==> src/rtl/pmod_meter_pkg.sv <==
// pmod_meter_pkg: shared state encoding and default widths for the PMOD period meter
package pmod_meter_pkg;
  typedef enum logic {IDLE, MEASURE} meter_state_t;
  localparam int CNT_WIDTH_DEF = 32;
  localparam int EDGE_CNT_WIDTH_DEF = 16;
  localparam int SYNC_STAGES_DEF = 2;
  localparam int unsigned TIMEOUT_CYCLES_DEF = 2 ** 24;
  localparam int SYNC_STAGES_MIN = 2;
endpackage

==> src/rtl/sync_rise_detect.sv <==
// sync_rise_detect: synchronise async din through STAGES flops (clk, rst, din in; level, rise out)
module sync_rise_detect
  import pmod_meter_pkg::*;
#(
  parameter int STAGES = SYNC_STAGES_DEF
) (
  input  logic clk,
  input  logic rst,
  input  logic din,
  output logic level,
  output logic rise
);
  localparam int N = STAGES < SYNC_STAGES_MIN ? SYNC_STAGES_MIN : STAGES;
  logic [N-1:0] sr;
  logic prev;
  always_ff @(posedge clk) begin
    if (rst) begin
      sr <= '0;
      prev <= 1'b0;
    end else begin
      sr <= {sr[N-2:0], din};
      prev <= sr[N-1];
    end
  end
  assign level = sr[N-1];
  assign rise = sr[N-1] & ~prev;
endmodule

==> src/rtl/pmod_period_meter.sv <==
// pmod_period_meter: measure period/high time of async pmod_in (clk200, rst, pmod_in, clear in; period, high_time, period_valid, locked, timeout, edge_cnt out)
module pmod_period_meter
  import pmod_meter_pkg::*;
#(
  parameter int CNT_WIDTH = CNT_WIDTH_DEF,
  parameter int SYNC_STAGES = SYNC_STAGES_DEF,
  parameter int unsigned TIMEOUT_CYCLES = TIMEOUT_CYCLES_DEF,
  parameter int EDGE_CNT_WIDTH = EDGE_CNT_WIDTH_DEF
) (
  input  logic                      clk200,
  input  logic                      rst,
  input  logic                      pmod_in,
  input  logic                      clear,
  output logic [CNT_WIDTH-1:0]      period,
  output logic [CNT_WIDTH-1:0]      high_time,
  output logic                      period_valid,
  output logic                      locked,
  output logic                      timeout,
  output logic [EDGE_CNT_WIDTH-1:0] edge_cnt
);
  localparam logic [CNT_WIDTH-1:0] TO = CNT_WIDTH'(TIMEOUT_CYCLES);
  meter_state_t state, state_next;
  logic level, rise, timed_out;
  logic [CNT_WIDTH-1:0] cnt, high_cnt, cnt_inc, high_inc;
  sync_rise_detect #(.STAGES(SYNC_STAGES)) u_sync (
    .clk(clk200),
    .rst(rst),
    .din(pmod_in),
    .level(level),
    .rise(rise)
  );
  always_comb begin
    cnt_inc = &cnt ? cnt : cnt + CNT_WIDTH'(1);
    high_inc = &high_cnt ? high_cnt : high_cnt + CNT_WIDTH'(1);
    timed_out = state == MEASURE && !rise && cnt_inc == TO;
    state_next = clear ? IDLE : rise ? MEASURE : timed_out ? IDLE : state;
  end
  always_ff @(posedge clk200) begin
    if (rst) state <= IDLE;
    else state <= state_next;
  end
  always_ff @(posedge clk200) begin
    if (rst || clear) begin
      cnt <= '0;
      high_cnt <= '0;
      period <= '0;
      high_time <= '0;
      period_valid <= 1'b0;
      locked <= 1'b0;
      timeout <= 1'b0;
      edge_cnt <= '0;
    end else begin
      period_valid <= state == MEASURE && rise;
      if (rise) begin
        edge_cnt <= edge_cnt + EDGE_CNT_WIDTH'(1);
        cnt <= '0;
        high_cnt <= CNT_WIDTH'(1);
        if (state == MEASURE) begin
          period <= cnt_inc;
          high_time <= high_cnt;
          locked <= 1'b1;
        end
      end else if (state == MEASURE) begin
        cnt <= cnt_inc;
        high_cnt <= level ? high_inc : high_cnt;
        if (timed_out) begin
          locked <= 1'b0;
          timeout <= 1'b1;
        end
      end
    end
  end
endmodule

==> config.mk <==
export PLATFORM = sky130hd
export DESIGN_NAME = pmod_period_meter
export DESIGN_NICKNAME = d
export VERILOG_FILES = /design/src/rtl/pmod_meter_pkg.sv /design/src/rtl/sync_rise_detect.sv /design/src/rtl/pmod_period_meter.sv
export SDC_FILE = /design/constraint.sdc
export NUM_CORES = 1
export LEC_CHECK = 0
export CAP_MARGIN = 20
export CORE_MARGIN = 4
export CORE_UTILIZATION = 45
export DETAILED_ROUTE_END_ITERATION = 8
export DONT_BUFFER_PORTS = 1
export GPL_TIMING_DRIVEN = 0
export HOLD_SLACK_MARGIN = 0.06
export PLACE_DENSITY_LB_ADDON = 0.25
export SKIP_CTS_REPAIR_TIMING = 1
export SLEW_MARGIN = 20
export SYNTH_ARGS = -nofsm -noshare
export SYNTH_HDL_FRONTEND = slang
export SYNTH_SLANG_ARGS = --single-unit
==> constraint.sdc <==
create_clock -name clk200 -period 4.91 [get_ports clk200]
set_clock_uncertainty 0.05 [all_clocks]
set_input_delay 0.491 -clock clk200 [delete_from_list [all_inputs] [get_ports clk200]]
set_output_delay 0.491 -clock clk200 [all_outputs]
set_load 0.03 [all_outputs]
Yosys cells after proc, flatten, opt, wreduce, memory -nomap -nowiden
Index checks and enable logic that the tools add are counted.
{ "word_totals": {"ff_bits": 151, "in_bits": 4, "output_inout_bits": 83, "elab_cells": 48} }
{ "classes": {"n_addsub": 3, "eq_ne": 2, "muxes": 10, "bitwise_logic": 4, "n_reduce_logical": 17} }
{ "ops": {"columns": ["operator", "n"], "rows": [
  ["adder 32 x 1 -> 32 bit, second input constant", 2],
  ["AND reduction 32 bit", 2],
  ["equality test 32 x 25 -> 1 bit, second input constant", 1],
  ["2-to-1 mux 32 bit", 1],
  ["adder 16 x 1 -> 16 bit, second input constant", 1],
  ["2-to-1 mux 1 bit", 9],
  ["AND reduction 3 bit", 3],
  ["nonzero test 2 bit", 3],
  ["AND reduction 2 bit", 2],
  ["OR reduction 2 bit", 2],
  ["logical AND 1 bit", 3],
  ["inverter 1 bit", 3],
  ["inequality test 2 bit, second input constant", 1],
  ["bitwise AND 1 bit", 1],
  ["zero test 1 bit", 1],
  ["logical OR 1 bit", 1]
]} }

Depth between registers and ports, before layout
Gate-level depths: netlist (run 1).
{ "depth": {"ltp_word": 8, "mapped_depth": 11, "depth_no_buf": 9} }

Hierarchy
A second synthesis (run 1) with hierarchy kept.
{ "hier_totals": {"hier_cells": 892, "hier_area_um2": 7304.5} }
{ "by_module_without_submodules": {"columns": ["mod", "n_inst", "cells_each", "area_per_inst_um2", "seq_area_each_um2"], "rows": [
  ["pmod_period_meter", 1, 885, 7216.9, 2962.8],
  ["sync_rise_detect", 1, 7, 87.6, 60.1]
]} }

Least setup slack after synthesis (run 1)
OpenSTA, ideal clock, no wires.
{ "synth_timing": {"path_kind": "register -> register", "from": "reg cnt[0]", "to": "reg locked", "setup_time_ns": 0.133, "t_arrival_ns": 2.635, "required_ns": 4.727, "setup_slack_ns": 2.093, "stages_incl_launch_ff": 11, "path_buffers": 1, "period_less_slack_ns": 2.817, "cell_sequence": "dfxtp_1 -> ha_1 -> and3_1 -> buf_2 -> nand4_4 -> nor2_2 -> a31oi_1 -> or4_1 -> or4_4 -> o31ai_1 -> a21oi_1"} }
{ "synth_via": {"elab_chain_len": 6, "elab_cells_between_ends": 7, "classes_between": "add/sub (1); eq/ne (1); mux (1); reduce/logical (4)"} }
{ "synth_lines": {"columns": ["item", "line", "rtl"], "rows": [
  ["start: declaration", "pmod_period_meter.sv:24", "logic [CNT_WIDTH-1:0] cnt, high_cnt, cnt_inc, high_inc;"],
  ["start signal: assignment", "pmod_period_meter.sv:64", "cnt <= cnt_inc;"],
  ["adder 32 x 1 -> 32 bit or AND reduction 32 bit (tied branches)", "pmod_period_meter.sv:33", "cnt_inc = &cnt ? cnt : cnt + CNT_WIDTH'(1);"],
  ["2-to-1 mux 32 bit (*)", "pmod_period_meter.sv:33", null],
  ["equality test 32 x 25 -> 1 bit (*)", "pmod_period_meter.sv:35", "timed_out = state == MEASURE && !rise && cnt_inc == TO;"],
  ["logical AND 1 bit (*)", "pmod_period_meter.sv:35", null],
  ["nonzero test 2 bit (no source line) (*)", null, null],
  ["AND reduction 2 bit (no source line) (*)", null, null],
  ["end signal: assignment", "pmod_period_meter.sv:49", "locked <= 1'b0;"],
  ["end signal: assignment", "pmod_period_meter.sv:61", "locked <= 1'b1;"],
  ["end signal: assignment", "pmod_period_meter.sv:67", "locked <= 1'b0;"],
  ["end: declaration", "pmod_period_meter.sv:17", "output logic locked,"]
]} }
Every way passes the cells marked *; elsewhere a longest branch is shown, timed or not.
A chain may end at the register's enable or synchronous reset.

Final worst setup path (run 1)
Ends and elaborated chain as after synthesis.

==> results of run 1 <==
-- through the flow --
step	std cells	instance area [sq um]	util	total power (uW)
6_report	1115	7963	0.5180	2546
5_1_grt	1115	7963	0.5180	2618
4_1_cts	1115	7963	0.5180	2565
3_5_place_dp	1083	7388	0.4807	1297
3_3_place_gp	1083	7388	0.4807	1297
2_1_floorplan	872	7124	-	1281
-- worst min path at each step --
stage               cells after the start            to         start
floorplan                               1  u_sync.sr[1]  u_sync.sr[0]
CTS                                     1   u_sync.prev           rst
detailed placement                      1  u_sync.sr[1]  u_sync.sr[0]
finish                                  1  u_sync.sr[0]           rst
global route                            1  u_sync.sr[0]           rst
global placement                        1  u_sync.sr[1]  u_sync.sr[0]
-- area by class of cell --
cell class	count	share of cell area
plain buffers	59	0.03237
clock buffers	21	0.05657
clock inverters	11	0.01556
inverters	6	0.002828
multi-input cells	656	0.4799
flip-flops and latches	151	0.3796
well taps	211	0.03316
-- routing by layer --
layer	vias up	part of all wire
li1	3066	-
met1	2890	0.46
met2	198	0.44
met3	40	0.070
met4	0	0.025
met5	-	0
-- state kept, by name, summed over array words and instances, names as in the netlist, 2 cells and up --
| name | count |
|---|---|
| high_cnt | 32 |
| cnt | 32 |
| high_time | 32 |
| u_sync.sr | 2 |
| period | 32 |
| edge_cnt | 16 |
-- cells by family after synthesis --
| logic type | share of synthesized area |
|---|---|
| and+or+nand+nor | 0.2938 |
| DFF | 0.4243 |
| xor gates and xnor gates | 0.1143 |
| buffers and inverters | 0.03934 |
| adders and majority gates | 0.005269 |
| muxes | 0.008430 |
| AOI/OAI and AO/OA | 0.1145 |
-- cells in the final DEF, fill, tap and decap left out, drive strengths merged, types with 5 or more instances in the layout --
| master | instances |
|---|---|
| o21ai | 23 |
| clkbuf | 61 |
| nand2 | 130 |
| xnor2 | 42 |
| inv | 7 |
| a211oi | 18 |
| xor2 | 51 |
| dfxtp | 151 |
| nor2 | 120 |
| nor4 | 10 |
| mux2i | 6 |
| nor2b | 6 |
| clkinv | 5 |
| or3 | 16 |
| nand3 | 42 |
| a31oi | 5 |
| nand4 | 30 |
| and2 | 5 |
| a21oi | 62 |
| a311oi | 7 |
| buf | 19 |
| and4 | 12 |
| and3 | 16 |
| nor3 | 16 |
-- power by group through the flow --
stage	Sequential (uW)	Clock [uW]	Combinational [uW]
final	1230	1280	38.9
after global routing	1230	1350	42.9
after CTS	1230	1300	39.6
after detailed placement	1260	0	39.5
after global placement	1260	0	39.5
after floorplan	1260	0	24.5
-- worst max-delay path, stage by stage (launching register included) --
cell	delay (ns)
dfxtp_1	0.50
ha_1	0.33
nand3_1	0.29
nor4_4	0.50
xnor2_1	0.17
o21ai_0	0.09
or4_1	0.46
or4_4	0.52
o31ai_1	0.26
a21oi_1	0.10
==> qor.csv, run 1 <==
metric,value,unit
CP Capture Point,locked,
Final GP Congestion,0.9569,
Worst R2R Start,cnt[0],
main area contributors after synthesis,"dfxtp_1 (42%), nand2_1 (6.8%), nor2_1 (6.3%)",
"area leader, netlist",dfxtp_1,
clock slew at the register clock pins of the worst setup and hold paths,0.06,ns
internal power,1996,uW
Post-synth EDFFs,0,
pre-CTS setup slack,1.564,ns
Root Buffer,clkbuf_16,
worst reg2reg path depth,9,
first-pass GRT wire length,31820,um
P&R area growth vs syn,11.77,%
Port Buf Inserts,0,
Antenna Cells,0,
sw power,550.2,uW
Initial DRT Pass Iterations,5,
Seq. cell area,3023,sq um
Final Slew Violations,0,
Hold Path Class,in -> reg,
CP startpoint kind,flip-flop,
Starting Density,0.4635,
setup violators final,0,
Fillers,1511,
Rows,45,
fin crit period,3.422,ns
multi-input gate area in the final layout,3821,sq um
Synth top area share,0.4243,
synth warn,0,
total die area,17910,sq um
Worst Setup End Kind,flip-flop,
Die Y,133.8,um
share of post-route cells with drive strength above 1,0.07412,
r2r setup slk,1.49,ns
"Top FF cell, synth",dfxtp_1,
CP Launch Point,cnt[0],
"top cells by count, synth","dfxtp_1 (151), nand2_1 (129), nor2_1 (119)",
GRT Total Usage,0.2229,
DRC,0,
CTS tree,yes,
top-count cell post-synth,dfxtp_1,
switch share,0.2161,
VDD IR max,250.1,uV
async set or reset register ratio after synthesis,0,
met2 Track Usage GR,0.3411,
Avg Vias per Cell,5.555,
Syn Nets,879,
vias,6194,
Max Cap Violations,0,
outcome,"finished, final reports clean",
crit-path max FO,7,
CTS H-tree lvls,4,
crit share post-route,0.6969,
wire per inst,17.95,um
setup TNS,0,ns
Clock Latency Late Sink,0.42,ns
max frequency,292.2,MHz
worst slew pin tran,0.8004,ns
met1 GRT Util,0.3081,
GRT busiest layer,met2,
CTS Buffer Depth,2,
Core ar.,15370,sq um
pwr dens,319.7,nW/um^2
Die X,133.8,um
M3 GR Usage,0.05514,
clock share of power,0.501,
RSZ-0062 raised after global routing,false,
"Distinct cells, synth",52,
vias in the first global route,5705,
largest net degree at the start of global routing,17,
fin nets,898,
total CTS buffers,17,
WHS,0.08516,ns
post-synthesis cell area,7124,sq um
Syn Inst Count,872,
critical path data arrival time,3.65,ns
global route overflow,0,
Comb pwr share,0.015,
antenna-violating nets left,0,
Final HPWL DP,14760,um
"Seq/Total Area, Yosys",0.4243,
Syn Area/Cell,8.170,sq um
Crit Path Category,reg -> reg,
Critical Path RT,5.14,ns
Seq pwr share,0.483,
total wire length,20010,um
Sink Count,151,
relative slew slack,0.4639,
final hold violations,0,
leakage power,0.002545,uW
antenna violations before repair,0,
worst setup margin,1.488,ns
1st-iter DRT viols,537,
Top Ports,87,
Seq cells post-synth,151,
Crit Reg-Reg Endpoint,locked,
Power figures use the tool's default switching activity.
==> run 2, diff against run 1 <==
==> constraint.sdc (replaced) <==
create_clock -name clk200 -period 3 [get_ports clk200]
set_clock_uncertainty 0.05 [all_clocks]
set_input_delay 0.3 -clock clk200 [delete_from_list [all_inputs] [get_ports clk200]]
set_output_delay 0.3 -clock clk200 [all_outputs]
set_load 0.03 [all_outputs]
==> run 2 against run 1 <==
The run now ends with setup timing left. Die area did not move. Utilization rose by 2.6 points. Combinational power grew 74%. Count of clock-buffer cells in the layout unchanged. Sequential power increased by 63%. Critical path depth rose by 2. Fmax is 13% higher. Worst setup slack lost 1.5 ns. First-iteration DRC count unchanged. Clock power rose by 63%. Critical path type unchanged. Critical endpoint is now state.
==> qor.csv, run 2 (synthesized netlist as in run 1, its figures left out) <==
metric,value,unit
Hold Path Class,in -> reg,
VDD IR max,415.4,uV
fin nets,926,
P&R area growth vs syn,17.44,%
Crit Path Category,reg -> reg,
Worst Setup End Kind,flip-flop,
max frequency,331.4,MHz
CTS Buffer Depth,2,
largest net degree at the start of global routing,17,
Starting Density,0.4635,
global route overflow,0,
"Cell Area, Placed",7388,sq um
setup violators final,3,
most frequent cells in the layout,"dfxtp_1 (149), nand2_1 (129), nor2_1 (119)",
violated checks,setup timing,
Final GP Congestion,0.9569,
vias in the first global route,5705,
Fillers,1483,
Avg Vias per Cell,5.594,
sw power,908.0,uW
fin crit period,3.018,ns
GRT busiest layer,met2,
worst slew pin tran,0.6861,ns
crit share post-route,1.006,
Port Buf Inserts,0,
met1 GRT Util,0.3081,
Pwr Total,4174,uW
critical path data arrival time,3.26,ns
1st-iter DRT viols,537,
crit-path max FO,7,
Max Cap Violations,0,
CTS tree,yes,
clock slew at the register clock pins of the worst setup and hold paths,0.06,ns
total die area,17910,sq um
Sink Count,151,
met2 Track Usage GR,0.3411,
Die Y,133.8,um
post-route design area,8367,sq um
"most common cell after layout, fill and taps aside",dfxtp_1,
internal power,3266,uW
total wire length,20850,um
RSZ-0062 raised after global routing,true,
Core ar.,15370,sq um
DRC,0,
Initial DRT Pass Iterations,6,
wire per inst,18.24,um
Final HPWL DP,14760,um
vias,6394,
Clock Latency Late Sink,0.42,ns
pwr dens,498.9,nW/um^2
Antenna Cells,0,
Top Ports,87,
leakage power,0.002736,uW
CP startpoint kind,flip-flop,
share of post-route cells with drive strength above 1,0.1245,
M3 GR Usage,0.05514,
worst setup margin,-0.01788,ns
first-pass GRT wire length,31820,um
total CTS buffers,17,
Final Slew Violations,0,
switch share,0.2175,
final hold violations,0,
Comb pwr share,0.016,
Critical Path RT,3.24,ns
CTS H-tree lvls,4,
Seq pwr share,0.482,
GRT Total Usage,0.2229,
antenna-violating nets left,0,
Die X,133.8,um
relative slew slack,0.5426,
clock share of power,0.502,
Root Buffer,clkbuf_16,
outcome,"finished, violations left",
Rows,45,
antenna violations before repair,0,
==> run 2: cell count changes in the layout (fill, tap and decap cells not counted), moves of 3 or more <==
cell	previous run	this run
buf_2	14	11
buf_4	5	33
clkbuf_1	43	40
clkbuf_4	0	3
nand3_1	41	37
nor4_1	7	4
nor4_2	0	3
==> run 2: final timing paths <==
| check | from | end | slack [ns] | cells past startpoint |
|---|---|---|---|---|
| hold / removal | rst | timeout | 0.07 | 2 |
| setup reg to reg | cnt[1] | state | -0.02 | 11 |
| hold reg to reg | u_sync.sr[0] | u_sync.sr[1] | 0.42 | 1 |
| setup / recovery | cnt[1] | state | -0.02 | 11 |
==> run 2: layout make-up <==
cell class | count | area [sq um] | share of cell area
Sequential cell | 151 | 3030 | 0.3622
Multi-Input combinational cell | 656 | 3980 | 0.4757
Clock buffer | 21 | 450.4 | 0.05384
Inverter | 6 | 22.52 | 0.002692
Tap cell | 211 | 264.0 | 0.03155
Timing Repair Buffer | 31 | 241.5 | 0.02886
Clock inverter | 11 | 123.9 | 0.01480
Buffer | 56 | 254.0 | 0.03036
==> run 2: through the flow <==
step | hold WS (ns) | TNS (ns) | setup slack [ns] | utilization | instances
finish | 0.06801 | -0.03422 | -0.01788 | 0.5443 | 1143
global route | 0.06086 | -0.1811 | -0.09120 | 0.5443 | 1143
CTS | -0.1165 | -0.9654 | -0.3385 | 0.5180 | 1115
detailed placement | 0.3237 | -0.9734 | -0.3464 | 0.4807 | 1083
global placement | 0.3242 | -0.9224 | -0.3267 | 0.4807 | 1083
floorplan | 0.3216 | 0 | 0.1828 | - | 872
==> run 2: worst max-delay path: stages, from the launching register on <==
cell	delay, ns
dfxtp_4	0.37
ha_4	0.19
and3_1	0.17
clkbuf_4	0.17
nand4_4	0.19
buf_4	0.16
nor3_4	0.04
nor4_1	0.43
xor2_1	0.15
or4_4	0.59
o31ai_2	0.25
a21oi_1	0.10
==> run 2: power by group through the flow <==
stage,Clock [uW],Sequential (uW),Combinational [uW]
after floorplan,0,2060,40.1
after global placement,0,2060,64.7
after detailed placement,0,2060,64.6
after CTS,2120,2010,64.8
after global routing,2200,2010,73.9
final,2090,2010,67.8
==> run 2: layer usage <==
metal / part of all wire / wire, um / vias to the layer above
met5: 0 / 0 / -
met4: 0.029 / 609 / 0
met2: 0.45 / 9326 / 219
met3: 0.067 / 1388 / 45
met1: 0.46 / 9524 / 3005
li1: - / - / 3125
